### src/rtl/chunked_serial_adder.sv
// -----------------------------------------------------------------------------
// chunked_serial_adder
//
// Multi-cycle wide adder. Two N-bit operands (N = WIDTH*CHUNKS) are latched on
// request acceptance and summed one WIDTH-bit slice per clock with a
// ripple-carry add. The carry between slices is held in a register, so the
// result appears CHUNKS edges after the accepting edge.
//
// Optional feature macro: CHUNKED_ADDER_OVF_EN
//   When defined, adds the out_ovf port (two's-complement signed overflow of
//   the full-width add), registered alongside out_cout.
//
// Ports:
//   clk        in   clock, rising edge
//   rst_n      in   asynchronous active-low reset
//   in_valid   in   operand source has a request
//   in_ready   out  block can accept a request (high in IDLE)
//   in_a/in_b  in   N-bit operands
//   in_cin     in   carry into slice 0
//   out_valid  out  result available (held in DONE)
//   out_ready  in   consumer accepts the result
//   out_sum    out  N-bit registered sum
//   out_cout   out  registered carry out of the top slice
//   busy       out  high in RUN or DONE
//   out_ovf    out  signed overflow (only with CHUNKED_ADDER_OVF_EN)
// -----------------------------------------------------------------------------
module chunked_serial_adder #(
    parameter int WIDTH  = 4,
    parameter int CHUNKS = 4
) (
    input  logic                      clk,
    input  logic                      rst_n,
    input  logic                      in_valid,
    output logic                      in_ready,
    input  logic [WIDTH*CHUNKS-1:0]   in_a,
    input  logic [WIDTH*CHUNKS-1:0]   in_b,
    input  logic                      in_cin,
    output logic                      out_valid,
    input  logic                      out_ready,
    output logic [WIDTH*CHUNKS-1:0]   out_sum,
    output logic                      out_cout,
    output logic                      busy
`ifdef CHUNKED_ADDER_OVF_EN
    ,
    output logic                      out_ovf
`endif
);

    localparam int N     = WIDTH * CHUNKS;
    localparam int IDX_W = (CHUNKS > 1) ? $clog2(CHUNKS) : 1;

    typedef enum logic [1:0] {
        IDLE = 2'd0,
        RUN  = 2'd1,
        DONE = 2'd2
    } state_t;

    state_t             state_q, state_d;
    logic [IDX_W-1:0]   idx_q, idx_d;
    logic               carry_q, carry_d;
    logic [N-1:0]       a_q, a_d;
    logic [N-1:0]       b_q, b_d;
    logic [N-1:0]       sum_q, sum_d;
    logic               cout_q, cout_d;
    logic               valid_q, valid_d;
`ifdef CHUNKED_ADDER_OVF_EN
    logic               ovf_q, ovf_d;
`endif

    // Current slice operands and the slice adder result.
    logic [WIDTH-1:0]   a_slice, b_slice, slice_sum;
    logic               slice_cout;
    logic               last_slice;

    always_comb begin
        // NOTE: every signal assigned here gets a default first, so no path
        // leaves it unassigned and no latch is inferred.
        a_slice = '0;
        b_slice = '0;
        for (int i = 0; i < CHUNKS; i++) begin
            if (idx_q == IDX_W'(i)) begin
                a_slice = a_q[i*WIDTH +: WIDTH];
                b_slice = b_q[i*WIDTH +: WIDTH];
            end
        end
        {slice_cout, slice_sum} = {1'b0, a_slice} + {1'b0, b_slice}
                                + (WIDTH+1)'(carry_q);
        last_slice = (idx_q == IDX_W'(CHUNKS - 1));
    end

    always_comb begin
        state_d = state_q;
        idx_d   = idx_q;
        carry_d = carry_q;
        a_d     = a_q;
        b_d     = b_q;
        sum_d   = sum_q;
        cout_d  = cout_q;
        valid_d = valid_q;
`ifdef CHUNKED_ADDER_OVF_EN
        ovf_d   = ovf_q;
`endif
        case (state_q)
            IDLE: begin
                if (in_valid) begin
                    a_d     = in_a;
                    b_d     = in_b;
                    carry_d = in_cin;
                    idx_d   = '0;
                    sum_d   = '0;
                    state_d = RUN;
                end
            end
            RUN: begin
                for (int i = 0; i < CHUNKS; i++) begin
                    if (idx_q == IDX_W'(i)) begin
                        sum_d[i*WIDTH +: WIDTH] = slice_sum;
                    end
                end
                carry_d = slice_cout;
                idx_d   = idx_q + IDX_W'(1);
                if (last_slice) begin
                    idx_d   = '0;
                    cout_d  = slice_cout;
                    valid_d = 1'b1;
`ifdef CHUNKED_ADDER_OVF_EN
                    // Carry into the top bit is recovered from the sum bit:
                    // s_msb = a_msb ^ b_msb ^ c_in_msb.
                    ovf_d   = slice_cout ^ (a_slice[WIDTH-1] ^ b_slice[WIDTH-1]
                                            ^ slice_sum[WIDTH-1]);
`endif
                    state_d = DONE;
                end
            end
            DONE: begin
                if (out_ready) begin
                    valid_d = 1'b0;
                    state_d = IDLE;
                end
            end
            default: state_d = IDLE;
        endcase
    end

    always_ff @(posedge clk or negedge rst_n) begin
        if (!rst_n) begin
            state_q <= IDLE;
            idx_q   <= '0;
            carry_q <= 1'b0;
            // NOTE: operand registers are reset too; it is cheap here and
            // keeps every flop in a known state straight out of reset.
            a_q     <= '0;
            b_q     <= '0;
            sum_q   <= '0;
            cout_q  <= 1'b0;
            valid_q <= 1'b0;
`ifdef CHUNKED_ADDER_OVF_EN
            ovf_q   <= 1'b0;
`endif
        end else begin
            // NOTE: non-blocking assignments so all flops update from the
            // same pre-edge values.
            state_q <= state_d;
            idx_q   <= idx_d;
            carry_q <= carry_d;
            a_q     <= a_d;
            b_q     <= b_d;
            sum_q   <= sum_d;
            cout_q  <= cout_d;
            valid_q <= valid_d;
`ifdef CHUNKED_ADDER_OVF_EN
            ovf_q   <= ovf_d;
`endif
        end
    end

    assign in_ready  = (state_q == IDLE);
    assign busy      = (state_q != IDLE);
    assign out_valid = valid_q;
    assign out_sum   = sum_q;
    assign out_cout  = cout_q;
`ifdef CHUNKED_ADDER_OVF_EN
    assign out_ovf   = ovf_q;
`endif

endmodule

### config.mk
export PLATFORM = sky130hd
export DESIGN_NAME = chunked_serial_adder
export DESIGN_NICKNAME = d
export VERILOG_FILES = /design/src/rtl/chunked_serial_adder.sv
export SDC_FILE = /design/constraint.sdc
export NUM_CORES = 1
export LEC_CHECK = 0
export BUFFER_PORTS_ARGS = -buffer_cell sky130_fd_sc_hd__clkbuf_2
export CAP_MARGIN = 0
export CORE_UTILIZATION = 55
export CTS_CLUSTER_SIZE = 30
export DETAILED_ROUTE_END_ITERATION = 10
export GPL_ROUTABILITY_DRIVEN = 0
export MAX_ROUTING_LAYER = met4
export PLACE_DENSITY = 0.81
export SETUP_SLACK_MARGIN = 0.1
export SLEW_MARGIN = 20
export SYNTH_ARGS = -nofsm -noshare
export SYNTH_HDL_FRONTEND = slang
export SYNTH_SLANG_ARGS = --single-unit
### constraint.sdc
create_clock -name clk -period 6.6 [get_ports clk]
set_input_delay 1.32 -clock clk [delete_from_list [all_inputs] [get_ports clk]]
set_output_delay 1.32 -clock clk [all_outputs]
set_load 0.02 [all_outputs]
==> qor.yml, run 1 <==
pre_cts_slack_ps: 3770
clk_path_buf_depth: 2
syn_nets: 280
pwr-share-comb_pct: 51.5
clk_latency_ps: 300
ir_drop_v: 0.000255
finalSetupTns_ps: 0
relSlewSlack_pct: 44.2
synth_area_sq_um: 2550
hold_path_class: "reg2reg"
yosysSeqAreaShare_pct: 54.1
post-dp-hpwl_mm: 3.58
p_int_mw: 0.929
hold_slack_ps: 485
yosysTopAreaCellShare_pct: 54.1
top_level_ports: 57
cts_setup_buffers: 0
dr.pass1.iters: 4
htree_levels: 2
placed_cell_area_sq_um: 2840
area_growth_pct: 15.1
synth-edff-count: 0
skew_ps: 8.20
synth_ff_type: "dfrtp_1"
clock_sinks: 55
critPathKind: "reg2reg"
antenna_found_initial: 0
endpoint_kind: "flop"
muxShareOfSynthArea_pct: 13.2
vias: 1844
period_share_pct: 43.2
yosysMostFrequentCell: "dfrtp_1"
p_clk_share_pct: 11.8
overflow: 0
core-area_sq_um: 4410
ys_seq_elements: 55
ys_top_cells_by_area: "dfrtp_1, mux2_2, o21ai_0, nand2_1, a21oi_1"
p_leak_nw: 1.39
path_max_fanout: 18
antenna_violating_nets_post_route: 0
holdBufCountCts: 0
die_w_um: 70.0
status: "completed"
switchingPower_mw: 0.683
nNetsFinal: 332
drv_slew: 0
start_util_pct: 57.7
cts_inserted_buffers: 5
cts.clk_slew.worst_paths_ps: 90
crit_required_ps: 6790
setup_viol: 0
cts_root_buf: "clkbuf_8"
diodes: 0
wl_mm: 4.86
worstMarginPinSlew_ps: 835
avgViaCountPerCell: 5.44
grt_use_total_pct: 23.2
p_seq_share_pct: 36.7
yosysWarnings: 0
die_area_sq_um: 4910
maxCapViolations: 0
rows: 24
synthDistinctLibCells: 27
grt_pass1_vias: 1948
worstPathArrival_ps: 3040
synthAdderAreaFrac_pct: 5.01
wl_per_cell_um: 14.3
synth_simple_gate_area_share_pct: 9.14
drtIter0Drc: 59
hold_viol: 0
reg2reg_setup_slack_ps: 3750
synth_common_cells: "dfrtp_1, nand2_1, o21ai_0, mux2_2, a21oi_1"
layout-drive-gt1-share_pct: 33.8
rsz0062_at_grt: "no"
fillCellCount: 360
grt_pass1_wl_mm: 8.73
min_period_ps: 2850
synth_top_cell_by_area: "dfrtp_1"
synth_xor_area_share_pct: 0.688
grt_max_degree: 56
synth_top_family_by_area: "compound AO/OA/AOI/OAI gates"
synth_compound_area_share_pct: 13.4
fin_area_sq_um: 2930
dieHeight_um: 70.0
tritoncts: "done"
synth_cells: 234
switching_share_pct: 42.4
finalWorstSetupSlack_ps: 3750
syn_area_per_cell_sq_um: 10.9
drc: 0
async_flop_share_pct: 100
critPathLaunchType: "flop"
cts.repair.resized: 0
fmax_mhz: 351
powerDensity_nw_per_um2: 550
io_buffers: 56
[logic make-up (layout without fill, tap and decap cells)]
kind of cell	count (synthesis)	count (layout)
AND/OR/NAND/NOR	51	51
adder cells (fa/ha/maj)	9	9
XOR/XNOR	2	2
buffers and inverters	25	78
AO/OA/AOI/OAI	62	62
flip-flops	55	55
multiplexers	30	30
[power by group through the flow]
stage / Clock, mW / Sequential (mW) / Combinational [mW]
6_report: 0.190 / 0.591 / 0.831
5_1_grt: 0.206 / 0.612 / 0.933
4_1_cts: 0.194 / 0.593 / 0.840
3_5_place_dp: 0 / 0.600 / 0.836
3_3_place_gp: 0 / 0.593 / 0.807
2_1_floorplan: 0 / 0.612 / 0.594
[cells in the final DEF, fill, tap and decap left out, drive strengths merged, types with 4 or more instances in the layout]
master,n
a21oi,23
clkbuf,63
dfrtp,55
ha,7
inv,12
mux2,29
nand2,38
nand3b,4
o21ai,31
[path summary, 6_finish.rpt]
check	start	end	cells after the start
max in group asynchronous	rst_n	out_sum[9]	2
min	out_sum[5]	out_sum[5]	2
max reg2reg	idx_q[0]	out_sum[2]	9
min reg2reg	out_sum[5]	out_sum[5]	2
min in group asynchronous	rst_n	state_q[1]	2
max	idx_q[0]	out_sum[2]	9
[stage by stage]
stage,instances,power (mW),util [%]
after floorplan,234,1.21,-
after global placement,331,1.40,64.3
after detailed placement,331,1.44,64.3
after CTS,339,1.63,66.4
after global routing,339,1.75,66.4
final,339,1.61,66.4
[sequential cells by signal (all words and copies together) (netlist names)]
| register | count |
|---|---|
| idx_q | 2 |
| carry_q | 1 |
| a_q | 16 |
| out_valid | 1 |
| out_cout | 1 |
| b_q | 16 |
| state_q | 2 |
| out_sum | 16 |
[layout make-up]
type                    instances  area [sq um]  area share (%)
well taps                      52          65.1            2.22
clock inverters                 1          8.76           0.299
inverters                      12          45.0            1.54
clock buffers                   7          86.3            2.94
flip-flops and latches         55          1380            46.9
repair buffers                 58           295            10.1
multi-input cells             154          1050            36.0
[worst max-delay path: stages, from the launching register on]
cell     delay [ps]
dfrtp_1         440
inv_1           110
ha_1            550
a21oi_1          80
o21ai_0         130
a22oi_1         120
fa_1            450
fa_1            420
xor2_1          310
o21ai_0         120
[metal layers]
metal	up-vias	routed length, um	track usage, %
met3	7	227	3.61
met4	0	50	8.44
li1	898	-	-
met1	881	2330	30.0
met2	58	2260	37.3
met5	-	0	-
(Power assumes the default switching activity.)
==> run 2, diff against run 1 <==
--- a/config.mk
+++ b/config.mk
@@ -7,12 +7,12 @@
 export LEC_CHECK = 0
 export BUFFER_PORTS_ARGS = -buffer_cell sky130_fd_sc_hd__clkbuf_2
 export CAP_MARGIN = 0
-export CORE_UTILIZATION = 55
+export CORE_UTILIZATION = 48
 export CTS_CLUSTER_SIZE = 30
 export DETAILED_ROUTE_END_ITERATION = 10
 export GPL_ROUTABILITY_DRIVEN = 0
 export MAX_ROUTING_LAYER = met4
-export PLACE_DENSITY = 0.81
+export PLACE_DENSITY = 0.75
 export SETUP_SLACK_MARGIN = 0.1
 export SLEW_MARGIN = 20
 export SYNTH_ARGS = -nofsm -noshare
==> constraint.sdc (replaced) <==
create_clock -name clk -period 2.35 [get_ports clk]
set_input_delay 0.47 -clock clk [delete_from_list [all_inputs] [get_ports clk]]
set_output_delay 0.47 -clock clk [all_outputs]
set_load 0.02 [all_outputs]
==> run 2 against run 1 <==
Fmax is 15% higher. The run now ends with setup timing left. Critical endpoint is now out_sum[11]. Global-route usage is 0.81 points higher. Power grew to 3.8 times the previous value. Sequential share of layout area is 7.0 points lower. Highest routed layer unchanged. Largest cell class unchanged.
==> qor.yml, run 2 (same netlist as run 1, synthesis figures left out) <==
grt_pass1_wl_mm: 9.77  # was 8.73 mm
area_growth_pct: 35.3  # was 15.1%
finalPower_mw: 6.15  # was 1.61 mW
fmax_mhz: 403  # was 351 MHz
placed_cell_area_sq_um: 3010  # was 2840 sq um
top_level_ports: 57  # unchanged
clk_path_buf_depth: 2  # unchanged
fin_area_sq_um: 3440  # was 2930 sq um
layout-drive-gt1-share_pct: 51.3  # was 33.8%
path_max_fanout: 5  # was 18
p_leak_nw: 1.61  # was 1.39 nW
violations: "setup timing"
die_w_um: 74.8  # was 70.0 um
multi_input_area_sq_um: 1230  # was 1050 sq um
fillCellCount: 394  # was 360
powerDensity_nw_per_um2: 1790  # was 550 nW/um^2
post-dp-hpwl_mm: 3.70  # was 3.58 mm
diodes: 0  # unchanged
endpoint_kind: "flop"  # unchanged
avgViaCountPerCell: 5.30  # was 5.44
period_share_pct: 106  # was 43.2%
hold_viol: 0  # unchanged
regArea_sq_um: 1380  # about the same
worstMarginPinSlew_ps: 677  # was 835 ps
vias: 2056  # was 1844
htree_levels: 2  # unchanged
cts_root_buf: "clkbuf_8"  # unchanged
final_common_cell: "clkbuf_2"  # unchanged
p_clk_share_pct: 10.8  # was 11.8%
critPathKind: "reg2reg"  # unchanged
status: "finished with violations"  # was completed
hold_path_class: "in2async"  # was reg2reg
clock_sinks: 55  # unchanged
dr.pass1.iters: 4  # unchanged
critPathLaunchType: "flop"  # unchanged
drv_slew: 0  # unchanged
holdBufCountCts: 0  # unchanged
pwr-share-comb_pct: 61.9  # was 51.5%
ir_drop_v: 0.000894  # was 0.000255 V
cts_inserted_buffers: 5  # unchanged
maxCapViolations: 0  # unchanged
antenna_violating_nets_post_route: 0  # unchanged
cts.clk_slew.worst_paths_ps: 100  # was 90 ps
start_util_pct: 49.9  # was 57.7%
finalWorstSetupSlack_ps: -131  # was 3750 ps
drtIter0Drc: 198  # was 59
crit_required_ps: 2560  # was 6790 ps
final_cell_mix: "clkbuf_2, dfrtp_1, nand2_1"  # unchanged
min_period_ps: 2480  # was 2850 ps
die_area_sq_um: 5600  # was 4910 sq um
io_buffers: 56  # unchanged
dieHeight_um: 74.8  # was 70.0 um
tritoncts: "done"  # unchanged
p_int_mw: 3.59  # was 0.929 mW
overflow: 0  # unchanged
antenna_found_initial: 0  # unchanged
worstPathArrival_ps: 2690  # was 3040 ps
rsz0062_at_grt: "yes"  # was no
rows: 26  # was 24
relSlewSlack_pct: 54.9  # was 44.2%
drc: 0  # unchanged
core-area_sq_um: 5110  # was 4410 sq um
wl_mm: 5.92  # was 4.86 mm
skew_ps: 4.90  # was 8.20 ps
grt_use_total_pct: 24.0  # was 23.2%
p_seq_share_pct: 27.3  # was 36.7%
clk_latency_ps: 310  # was 300 ps
grt_pass1_vias: 2063  # was 1948
grt_max_degree: 56  # unchanged
switching_share_pct: 41.7  # was 42.4%
setup_viol: 12  # was 0
switchingPower_mw: 2.57  # was 0.683 mW
wl_per_cell_um: 15.3  # was 14.3 um
nNetsFinal: 363  # was 332
==> run 2: cell types whose count changed in the layout (fill, tap and decap cells not counted), sizes merged <==
cell / delta
buf: +31
bufinv: +1
clkbuf: -1
clkinv: -1
inv: +1
==> run 2: final cells by class <==
class                           instances  area share (%)
Sequential cell                        55            40.0
Multi-Input combinational cell        154            35.6
Timing Repair Buffer                   89            16.8
Tap cell                               70            2.54
Clock buffer                            6            2.40
Inverter                               12            1.53
Clock inverter                          2            1.13
==> run 2: critical path, stage by stage, from the launching register on <==
cell      delay, ps
dfrtp_2         430
buf_6           130
inv_6            60
ha_4            170
buf_6           110
nand3b_1        100
a21oi_2         150
a21oi_1          50
o21ai_1         170
ha_1            320
a21oi_2         210
o21ai_2          90
xnor2_2         160
buf_4           170
o21ai_2          50
==> run 2: repair_timing <==
item	CTS	global route
resized for setup	48	16
setup endpoints to repair	14	14
pin swaps	19	15
setup buffers	13	3
==> run 2: per-stage QoR <==
stage	setup TNS (ps)	hold slack, ps	worst slack (ps)	utilization (%)	instances
floorplan	0	174	44.9	-	234
global placement	-1220	462	-216	58.9	364
detailed placement	-1890	469	-256	58.9	364
CTS	0	299	17.2	65.8	385
global route	-1980	337	-229	67.4	388
finish	-961	262	-131	67.4	388
==> run 2: routing by layer <==
metal	track usage, %	up-vias	routed length [um]
met5	-	-	0
met1	31.9	1012	2600
met2	37.7	67	2970
met3	4.69	12	259
li1	-	965	-
met4	6.50	0	95
==> run 2: path summary, 6_finish.rpt <==
path	from	end	slack, ps	cells past startpoint
setup / recovery	idx_q[0]	out_sum[11]	-130	14
min in group clk	out_ready	state_q[1]	330	2
hold reg to reg	out_sum[12]	out_sum[12]	480	2
max in group asynchronous	rst_n	idx_q[0]	1610	2
hold / removal	rst_n	out_valid	260	2
setup reg to reg	idx_q[0]	out_sum[11]	-130	14
==> run 2: power by group through the flow <==
| stage | sequential, mW | clock [mW] | combinational [mW] |
|---|---|---|---|
| 2_1_floorplan | 1.73 | 0 | 1.78 |
| 3_5_place_dp | 1.69 | 0 | 2.68 |
| 3_3_place_gp | 1.68 | 0 | 2.61 |
| 6_report | 1.68 | 0.665 | 3.81 |
| 5_1_grt | 1.72 | 0.719 | 4.18 |
| 4_1_cts | 1.67 | 0.676 | 3.39 |
